$ cat config.mk
export PLATFORM = sky130hd
export DESIGN_NAME = uart_pio_bridge
export DESIGN_NICKNAME = d
export VERILOG_FILES = /design/src/rtl/uart_pio_bridge.sv
export SDC_FILE = /design/constraint.sdc
export NUM_CORES = 1
export LEC_CHECK = 0
export ABC_AREA = 1
export CAP_MARGIN = 0
export CORE_MARGIN = 1
export CORE_UTILIZATION = 58
export DETAILED_ROUTE_END_ITERATION = 16
export PLACE_DENSITY = 0.76
export RECOVER_POWER = 100
export SYNTH_ARGS = -nofsm -noshare
export SYNTH_HDL_FRONTEND = slang
export SYNTH_SLANG_ARGS = --single-unit
$ cat constraint.sdc
create_clock -name clk_clk -period 2.9 [get_ports clk_clk]
set_clock_uncertainty 0.2 [all_clocks]
set_input_delay 0.58 -clock clk_clk [delete_from_list [all_inputs] [get_ports clk_clk]]
set_output_delay 0.58 -clock clk_clk [all_outputs]
set_load 0.1 [all_outputs]
$ cat src/rtl/uart_pio_bridge.sv
// uart_pio_bridge
//   Bridges a UART link (8N1) to a small set of parallel I/O.
//   - Every valid received byte is written to the LED register.
//   - Every push-button press sends one status byte over UART TX:
//     {3'b101, switches[2:0], pressed buttons[1:0]}.
//
// Ports
//   clk_clk                                 system clock, rising edge
//   reset_reset_n                           synchronous active-low reset
//   uart_rxd                                UART receive line (async, idle high)
//   uart_txd                                UART transmit line (registered, idle high)
//   pio_button_external_connection_export   push buttons, active-low (async)
//   pio_switch_external_connection_export   slide switches (async)
//   pio_led_external_connection_export      LED register, 1 = lit
//   rx_err                                  sticky framing-error flag
//   tx_busy                                 TX frame in progress or request pending
//
// RX FSM
//   state        | meaning
//   RX_IDLE      | line idle, waiting for a falling edge
//   RX_START     | counting to mid start bit, confirm it is still low
//   RX_DATA      | sampling 8 data bits, LSB first, one per bit period
//   RX_STOP      | sampling stop bit; high commits byte to LEDs
//   RX_WAIT_HIGH | framing error seen, wait for line to return high
//
// TX FSM
//   state        | meaning
//   TX_IDLE      | line idle, waiting for a request
//   TX_START     | driving start bit (0)
//   TX_DATA      | driving 8 data bits, LSB first
//   TX_STOP      | driving stop bit (1); may chain straight into next frame

module uart_pio_bridge #(
   parameter int unsigned CLKS_PER_BIT = 434
) (
   input  logic       clk_clk,
   input  logic       reset_reset_n,
   input  logic       uart_rxd,
   output logic       uart_txd,
   input  logic [1:0] pio_button_external_connection_export,
   input  logic [2:0] pio_switch_external_connection_export,
   output logic [7:0] pio_led_external_connection_export,
   output logic       rx_err,
   output logic       tx_busy
);

   localparam logic [2:0] RX_IDLE      = 3'd0;
   localparam logic [2:0] RX_START     = 3'd1;
   localparam logic [2:0] RX_DATA      = 3'd2;
   localparam logic [2:0] RX_STOP      = 3'd3;
   localparam logic [2:0] RX_WAIT_HIGH = 3'd4;

   localparam logic [1:0] TX_IDLE  = 2'd0;
   localparam logic [1:0] TX_START = 2'd1;
   localparam logic [1:0] TX_DATA  = 2'd2;
   localparam logic [1:0] TX_STOP  = 2'd3;

   // Baud timers are down-counters; terminal count is zero.
   // A full bit lasts BIT_TC+1 cycles; the start-bit check lasts HALF_TC+1.
   localparam logic [15:0] BIT_TC  = 16'(CLKS_PER_BIT - 1);
   localparam logic [15:0] HALF_TC = 16'(CLKS_PER_BIT / 2);

   // ------------------------------------------------------------------
   // Input synchronizers
   // ------------------------------------------------------------------
   logic       rxd_meta, rxd_sync;
   logic [1:0] btn_meta, btn_sync, btn_prev;
   logic [2:0] sw_meta, sw_sync;
   logic       press;

   always_ff @(posedge clk_clk) begin
      if (!reset_reset_n) begin
         rxd_meta <= 1'b1;
         rxd_sync <= 1'b1;
         btn_meta <= 2'b11;
         btn_sync <= 2'b11;
         btn_prev <= 2'b11;
         sw_meta  <= 3'b000;
         sw_sync  <= 3'b000;
      end else begin
         rxd_meta <= uart_rxd;
         rxd_sync <= rxd_meta;
         btn_meta <= pio_button_external_connection_export;
         btn_sync <= btn_meta;
         btn_prev <= btn_sync;
         sw_meta  <= pio_switch_external_connection_export;
         sw_sync  <= sw_meta;
      end
   end

   // Any 1->0 transition on either button is one request; simultaneous
   // presses fold into a single request.
   assign press = |(btn_prev & ~btn_sync);

   // ------------------------------------------------------------------
   // Receiver
   // ------------------------------------------------------------------
   logic [2:0]  rx_state;
   logic [15:0] rx_cnt;
   logic [2:0]  rx_bit;
   logic [7:0]  rx_shreg;
   logic [7:0]  led_reg;
   logic        rx_err_reg;

   always_ff @(posedge clk_clk) begin
      if (!reset_reset_n) begin
         rx_state   <= RX_IDLE;
         rx_cnt     <= 16'd0;
         rx_bit     <= 3'd0;
         rx_shreg   <= 8'h00;
         led_reg    <= 8'h00;
         rx_err_reg <= 1'b0;
      end else begin
         case (rx_state)
            RX_IDLE: begin
               if (!rxd_sync) begin
                  rx_state <= RX_START;
                  rx_cnt   <= HALF_TC;
               end
            end
            RX_START: begin
               if (rx_cnt == 16'd0) begin
                  if (!rxd_sync) begin
                     rx_state <= RX_DATA;
                     rx_cnt   <= BIT_TC;
                     rx_bit   <= 3'd0;
                  end else begin
                     rx_state <= RX_IDLE;
                  end
               end else begin
                  rx_cnt <= rx_cnt - 16'd1;
               end
            end
            RX_DATA: begin
               if (rx_cnt == 16'd0) begin
                  rx_shreg <= {rxd_sync, rx_shreg[7:1]};
                  rx_cnt   <= BIT_TC;
                  if (rx_bit == 3'd7) begin
                     rx_state <= RX_STOP;
                  end else begin
                     rx_bit <= rx_bit + 3'd1;
                  end
               end else begin
                  rx_cnt <= rx_cnt - 16'd1;
               end
            end
            RX_STOP: begin
               if (rx_cnt == 16'd0) begin
                  if (rxd_sync) begin
                     led_reg  <= rx_shreg;
                     rx_state <= RX_IDLE;
                  end else begin
                     rx_err_reg <= 1'b1;
                     rx_state   <= RX_WAIT_HIGH;
                  end
               end else begin
                  rx_cnt <= rx_cnt - 16'd1;
               end
            end
            RX_WAIT_HIGH: begin
               if (rxd_sync) begin
                  rx_state <= RX_IDLE;
               end
            end
            default: rx_state <= RX_IDLE;
         endcase
      end
   end

   assign pio_led_external_connection_export = led_reg;
   assign rx_err                             = rx_err_reg;

   // ------------------------------------------------------------------
   // Transmitter
   // ------------------------------------------------------------------
   logic [1:0]  tx_state;
   logic [15:0] tx_cnt;
   logic [2:0]  tx_bit;
   logic [7:0]  tx_shreg;
   logic        tx_pend;
   logic        txd_reg;
   logic        tx_want;
   logic        tx_start;
   logic [7:0]  status_byte;

   assign status_byte = {3'b101, sw_sync, ~btn_sync};
   assign tx_want     = press | tx_pend;

   // A new frame begins from idle, or directly at the end of a stop bit so
   // that queued frames go out back-to-back with no idle gap.
   assign tx_start = tx_want &
                     ((tx_state == TX_IDLE) |
                      ((tx_state == TX_STOP) & (tx_cnt == 16'd0)));

   always_ff @(posedge clk_clk) begin
      if (!reset_reset_n) begin
         tx_state <= TX_IDLE;
         tx_cnt   <= 16'd0;
         tx_bit   <= 3'd0;
         tx_shreg <= 8'h00;
         tx_pend  <= 1'b0;
         txd_reg  <= 1'b1;
      end else begin
         if (tx_start) begin
            tx_state <= TX_START;
            tx_cnt   <= BIT_TC;
            tx_shreg <= status_byte;
            txd_reg  <= 1'b0;
         end else begin
            case (tx_state)
               TX_START: begin
                  if (tx_cnt == 16'd0) begin
                     txd_reg  <= tx_shreg[0];
                     tx_shreg <= {1'b0, tx_shreg[7:1]};
                     tx_bit   <= 3'd0;
                     tx_cnt   <= BIT_TC;
                     tx_state <= TX_DATA;
                  end else begin
                     tx_cnt <= tx_cnt - 16'd1;
                  end
               end
               TX_DATA: begin
                  if (tx_cnt == 16'd0) begin
                     tx_cnt <= BIT_TC;
                     if (tx_bit == 3'd7) begin
                        txd_reg  <= 1'b1;
                        tx_state <= TX_STOP;
                     end else begin
                        txd_reg  <= tx_shreg[0];
                        tx_shreg <= {1'b0, tx_shreg[7:1]};
                        tx_bit   <= tx_bit + 3'd1;
                     end
                  end else begin
                     tx_cnt <= tx_cnt - 16'd1;
                  end
               end
               TX_STOP: begin
                  if (tx_cnt == 16'd0) begin
                     tx_state <= TX_IDLE;
                  end else begin
                     tx_cnt <= tx_cnt - 16'd1;
                  end
               end
               default: begin
                  tx_state <= TX_IDLE;
                  txd_reg  <= 1'b1;
               end
            endcase
         end

         // Single-entry queue: a frame start consumes it, a press during an
         // active frame fills it, and further presses are absorbed.
         if (tx_start) begin
            tx_pend <= 1'b0;
         end else if (press && (tx_state != TX_IDLE)) begin
            tx_pend <= 1'b1;
         end
      end
   end

   assign uart_txd = txd_reg;
   assign tx_busy  = (tx_state != TX_IDLE) | tx_pend;

endmodule
### Word level (Yosys, flattened, before mapping)

Index checks and enable logic that the tools add are counted.

* logic and storage cells: 141
* output and inout bits: 11
* register bits after elaboration: 84
* bits of input ports: 8

* eq/ne operators: 32
* reduce and logical (&&, ||, !) cells: 29
* bitwise operators: 10
* add/sub/neg operators: 4
* multiplexer cells: 44

Operator list (count)
* $mux W16: 7
* $pmux W16 S4: 1
* $mux W3: 14
* $logic_not A16 Y1: 2
* $mux W8: 4
* $pmux W16 S2: 1
* $sub A16 B1 Y16 const B: 2
* $ne A2 B2 Y1 const B: 15
* $reduce_and A4 Y1: 5
* $ne A3 B3 Y1 const B: 6
* $pmux W8 S2: 1
* $pmux W3 S5: 1
* $pmux W3 S2: 2
* $mux W2: 5
* $reduce_and A5 Y1: 2
* $eq A3 B3 Y1 const B: 3
* $mux W9: 1
* $reduce_and A3 Y1: 3
* $reduce_bool A2 Y1: 4
* $add A3 B1 Y3 const B: 2
* $eq A3 B2 Y1 const B: 2
* $pmux W2 S3: 1
* $reduce_and A2 Y1: 3
* $reduce_and A6 Y1: 1
* 18 further kinds: 31

### Logic depth before layout (Yosys ltp)

* depth after elaboration: 7
* gate-level depth with buffers: 12
* gate-level depth less buffers: 12

### Worst setup path before layout

OpenSTA, ideal clock, no wires.

* path kind: flip-flop to output port
* from: register tx_state[0]
* to: output port tx_busy
* buffers on the path: 0
* cell stages (with the launch flop): 4
* required time: 2.120 ns
* setup slack: 0.869 ns
* arrival time: 1.251 ns
* path through: dfxtp_1 > inv_1 > ha_1 > nand2_1

* longest elaborated chain between the ends: 2

RTL lines
* start: declaration: line 176 `logic [1:0] tx_state;`
* start signal: assignment: line 197 `tx_state <= TX_IDLE;`
* start signal: assignment: line 205 `tx_state <= TX_START;`
* start signal: assignment: line 217 `tx_state <= TX_DATA;`
* $reduce_bool A2 Y1: line 262 `assign tx_busy = (tx_state != TX_IDLE) | tx_pend;`
* $or A1 B1 Y1: line 262
* end: declaration: line 44 `output logic tx_busy`

No other way between the ends.

### Worst setup path in the final report

* from: register tx_cnt[0]
* to: register tx_cnt[6]

* longest elaborated chain between the ends: 5
* elaborated cells on any way between the ends: 11
* classes of those cells: add/sub (1); eq/ne (1); mux (3); bitwise (3); reduce/logical (3)

RTL lines
* start: declaration: line 177 `logic [15:0] tx_cnt;`
* start signal: assignment: line 219 `tx_cnt <= tx_cnt - 16'd1;`
* start signal: assignment: line 234 `tx_cnt <= tx_cnt - 16'd1;`
* start signal: assignment: line 241 `tx_cnt <= tx_cnt - 16'd1;`
* branches (longest 5 deep; another with $sub A16 B1 Y16)

Parallel ways; which one is timed is not known. The select of a mux whose other input is x is not followed.
A chain may end at the register's enable or synchronous reset.

==> metrics.md <==
| Metric | Value |
|---|---|
| Die ar. | 0.00759 mm2 |
| Most frequent cell after synthesis | nand2_1 |
| Net count of the finished layout | 633 |
| Critical Path Fanout Max | 18 |
| Synth area leader | dfxtp_1 |
| Final WL | 8.46 mm |
| Number of global-route vias before repair | 3491 |
| Area Growth Syn to Fin | 7.83% |
| Min Tclk post-route | 2.49 ns |
| Worst hold start | btn_meta[1] |
| Yosys reg bits | 84 |
| CTS tree | built |
| Top FF cell, synth | dfxtp_1 |
| Chip Width | 87.1 um |
| Vias post-DR | 3651 |
| Clock Path Buffers | 2 |
| Effective utilization at floorplan | 60.8% |
| Hold Buf Count CTS | 0 |
| Synth area leaders | dfxtp_1 40%, nand2_1 11%, inv_1 7.3% |
| Post-CTS Setup Inserts | 0 |
| Synthesized Nets | 615 |
| CP arrival | 2.51 ns |
| I/O pin count | 19 |
| Ant diodes | 0 |
| # DRC | 0 |
| Num CTS Buffers | 9 |
| Clk pwr share | 15.3% |
| Post-synth top area share | 40.0% |
| Number of enable flip-flop cells after synthesis | 0 |
| Sequential Power Share | 30.1% |
| Congestion Overflow GR | 0 |
| CP startpoint | tx_cnt[0] |
| H-tree Lvls | 3 |
| Netlist Area Pre-Place | 0.00420 mm2 |
| Max VDD drop | 0.655 mV |
| RR Startpoint | tx_cnt[0] |
| Setup TNS | 0 ns |
| Worst setup SP type | flip-flop |
| Status | complete, no violations |
| Routed len/inst | 11.8 um |
| Mapped Cells | 596 |
| Routability cong. | 0.894 |
| CP required | 2.92 ns |
| Largest net degree at the start of global routing | 25 |
| Reported net switching power | 2.72 mW |
| Via density | 5.11 |
| Pint | 2.81 mW |
| Count of cell types in the netlist | 38 |
| Slew headroom | 22.0% |
| Top flop regs | rx_cnt (16), tx_cnt (16) |
| Max Fclk | 0.401 GHz |
| Core box area | 0.00691 mm2 |
| Hpwl dp | 6.16 mm |
| Setup crit end kind | flip-flop |
| Clock-pin slew on the worst setup and hold paths | 0.09 ns |
| Met3 Track Usage GR | 5.59% |
| Async set-reset flop share out of synthesis | 0% |
| Layout cells sized above 1 | 6.95% |
| Mapped Avg Cell Area | 7.05 um2 |
| Final setup fails | 0 |
| Die Height | 87.1 um |
| Met1 Use GR | 28.4% |
| Drt first pass iters | 5 |
| Iteration-0 DRC Markers | 163 |
| Grt met2 use | 45.0% |
| Final ANT Viol Nets | 0 |
| Synth warn | 0 |
| Clock Latency Late Sink | 0.35 ns |
| CTS Sinks | 84 |
| Pwr/cell area | 1220 mW/mm2 |
| Final hold vios | 0 |
| Max-Cap Viols | 0 |
| Lkg Pwr | 2.14 nW |
| RSZ-0062 raised after global routing | no |
| GR peak layer | met2 |
| Kind of critical path | reg2reg |
| Worst-Margin Slew | 1.17 ns |
| All-Layer GR Usage | 24.4% |
| Row cnt | 30 |
| HP Class | reg2reg |
| Initial antenna violation count | 0 |
| Logic gate share of total power | 54.6% |
| Global-route wire length before repair | 14.7 mm |
| Pins Over Slew Limit | 0 |
| Sequential area share after synthesis | 40.0% |
| Switch share | 49.2% |
| CTS root buf | clkbuf_8 |
| Total Power | 5.53 mW |
| # resized after CTS | 0 |
| Tcrit/Tclk final | 86.0% |
| Commonest cells in the netlist | 122 x nand2_1, 84 x dfxtp_1, 82 x inv_1 |
| I/O Buffers | 18 |
## per-layer routing
layer  routed length (um)  part of all wire, %
met5                    0                    0
met4                  120                  1.4
met3                  316                  3.7
met2                 4100                   48
met1                 3920                   46
## cells in the final DEF (no fill, tap or decap), types with 3 or more instances in the layout
cell,synthesis,layout
o21ai_0,42,42
xnor2_1,3,3
clkbuf_8,0,9
clkbuf_1,5,11
nor3_1,9,9
or2_2,6,6
nor2_4,3,3
a21oi_1,50,50
clkdlybuf4s50_1,0,6
nand2_2,7,3
xor2_1,13,13
o21ai_1,4,4
inv_1,82,82
nor2_2,5,3
nand3b_1,4,4
nand4_1,10,10
nand3_1,25,26
nand2_1,122,127
nand3_2,3,3
dfxtp_1,84,84
ha_1,11,11
nor2_1,81,83
buf_4,1,3
## critical path, stage by stage, from the launching register on
cell and delay, ns:
dfxtp_1 0.31, inv_1 0.10, ha_1 0.20, nand2_1 0.06
nor2_1 0.35, nand3_2 0.15, nand2_1 0.15, nand2_2 0.23
nand2_1 0.21, inv_1 0.13, o21ai_2 0.17, nor2_1 0.09
## area by class of cell
class / count / area [um2]
repair buffers: 21 / 135
clock buffers: 10 / 128
clock inverters: 6 / 71.3
inverters: 84 / 318
well taps: 96 / 120
multi-input cells: 414 / 2080
fillers: 650 / 2380
flip-flops and latches: 84 / 1680
## worst paths after layout
check	endpoint	slack, ns	cells after the start
max	tx_cnt[6]	0.41	11
min reg2reg	btn_sync[1]	0.22	1
max reg2reg	tx_cnt[6]	0.41	11
min	btn_sync[1]	0.22	1
## cells by family (layout without fill, tap and decap cells)
logic type / Yosys count / after routing / share of synthesized area, %
buffers and inverters: 98 / 121 / 9.71
DFF: 84 / 84 / 40.0
xor gates and xnor gates: 16 / 16 / 3.34
adders and majority gates: 11 / 11 / 3.28
AOI/OAI and AO/OA: 105 / 105 / 13.2
and+or+nand+nor: 282 / 282 / 30.4
## power by group through the flow
stage	sequential, mW	combinational [mW]	clock (mW)
6_report	1.67	3.02	0.844
4_1_cts	1.66	3.11	0.859
3_5_place_dp	1.69	3.08	0
3_3_place_gp	1.68	3.00	0
5_1_grt	1.70	3.45	0.908
2_1_floorplan	1.70	2.50	0
## through the flow
step	std cells	setup WS [ns]	utilization [%]	hold WS (ns)	cell area, um2
4_1_cts	715	0.566	66.7	0.215	4600
2_1_floorplan	596	0.869	-	0.190	4200
6_report	715	0.405	65.6	0.216	4530
3_5_place_dp	699	0.575	63.8	0.197	4410
5_1_grt	715	0.180	65.6	0.229	4530
3_3_place_gp	699	0.600	63.8	0.195	4410
No activity file was read; power rests on OpenSTA's default activity.
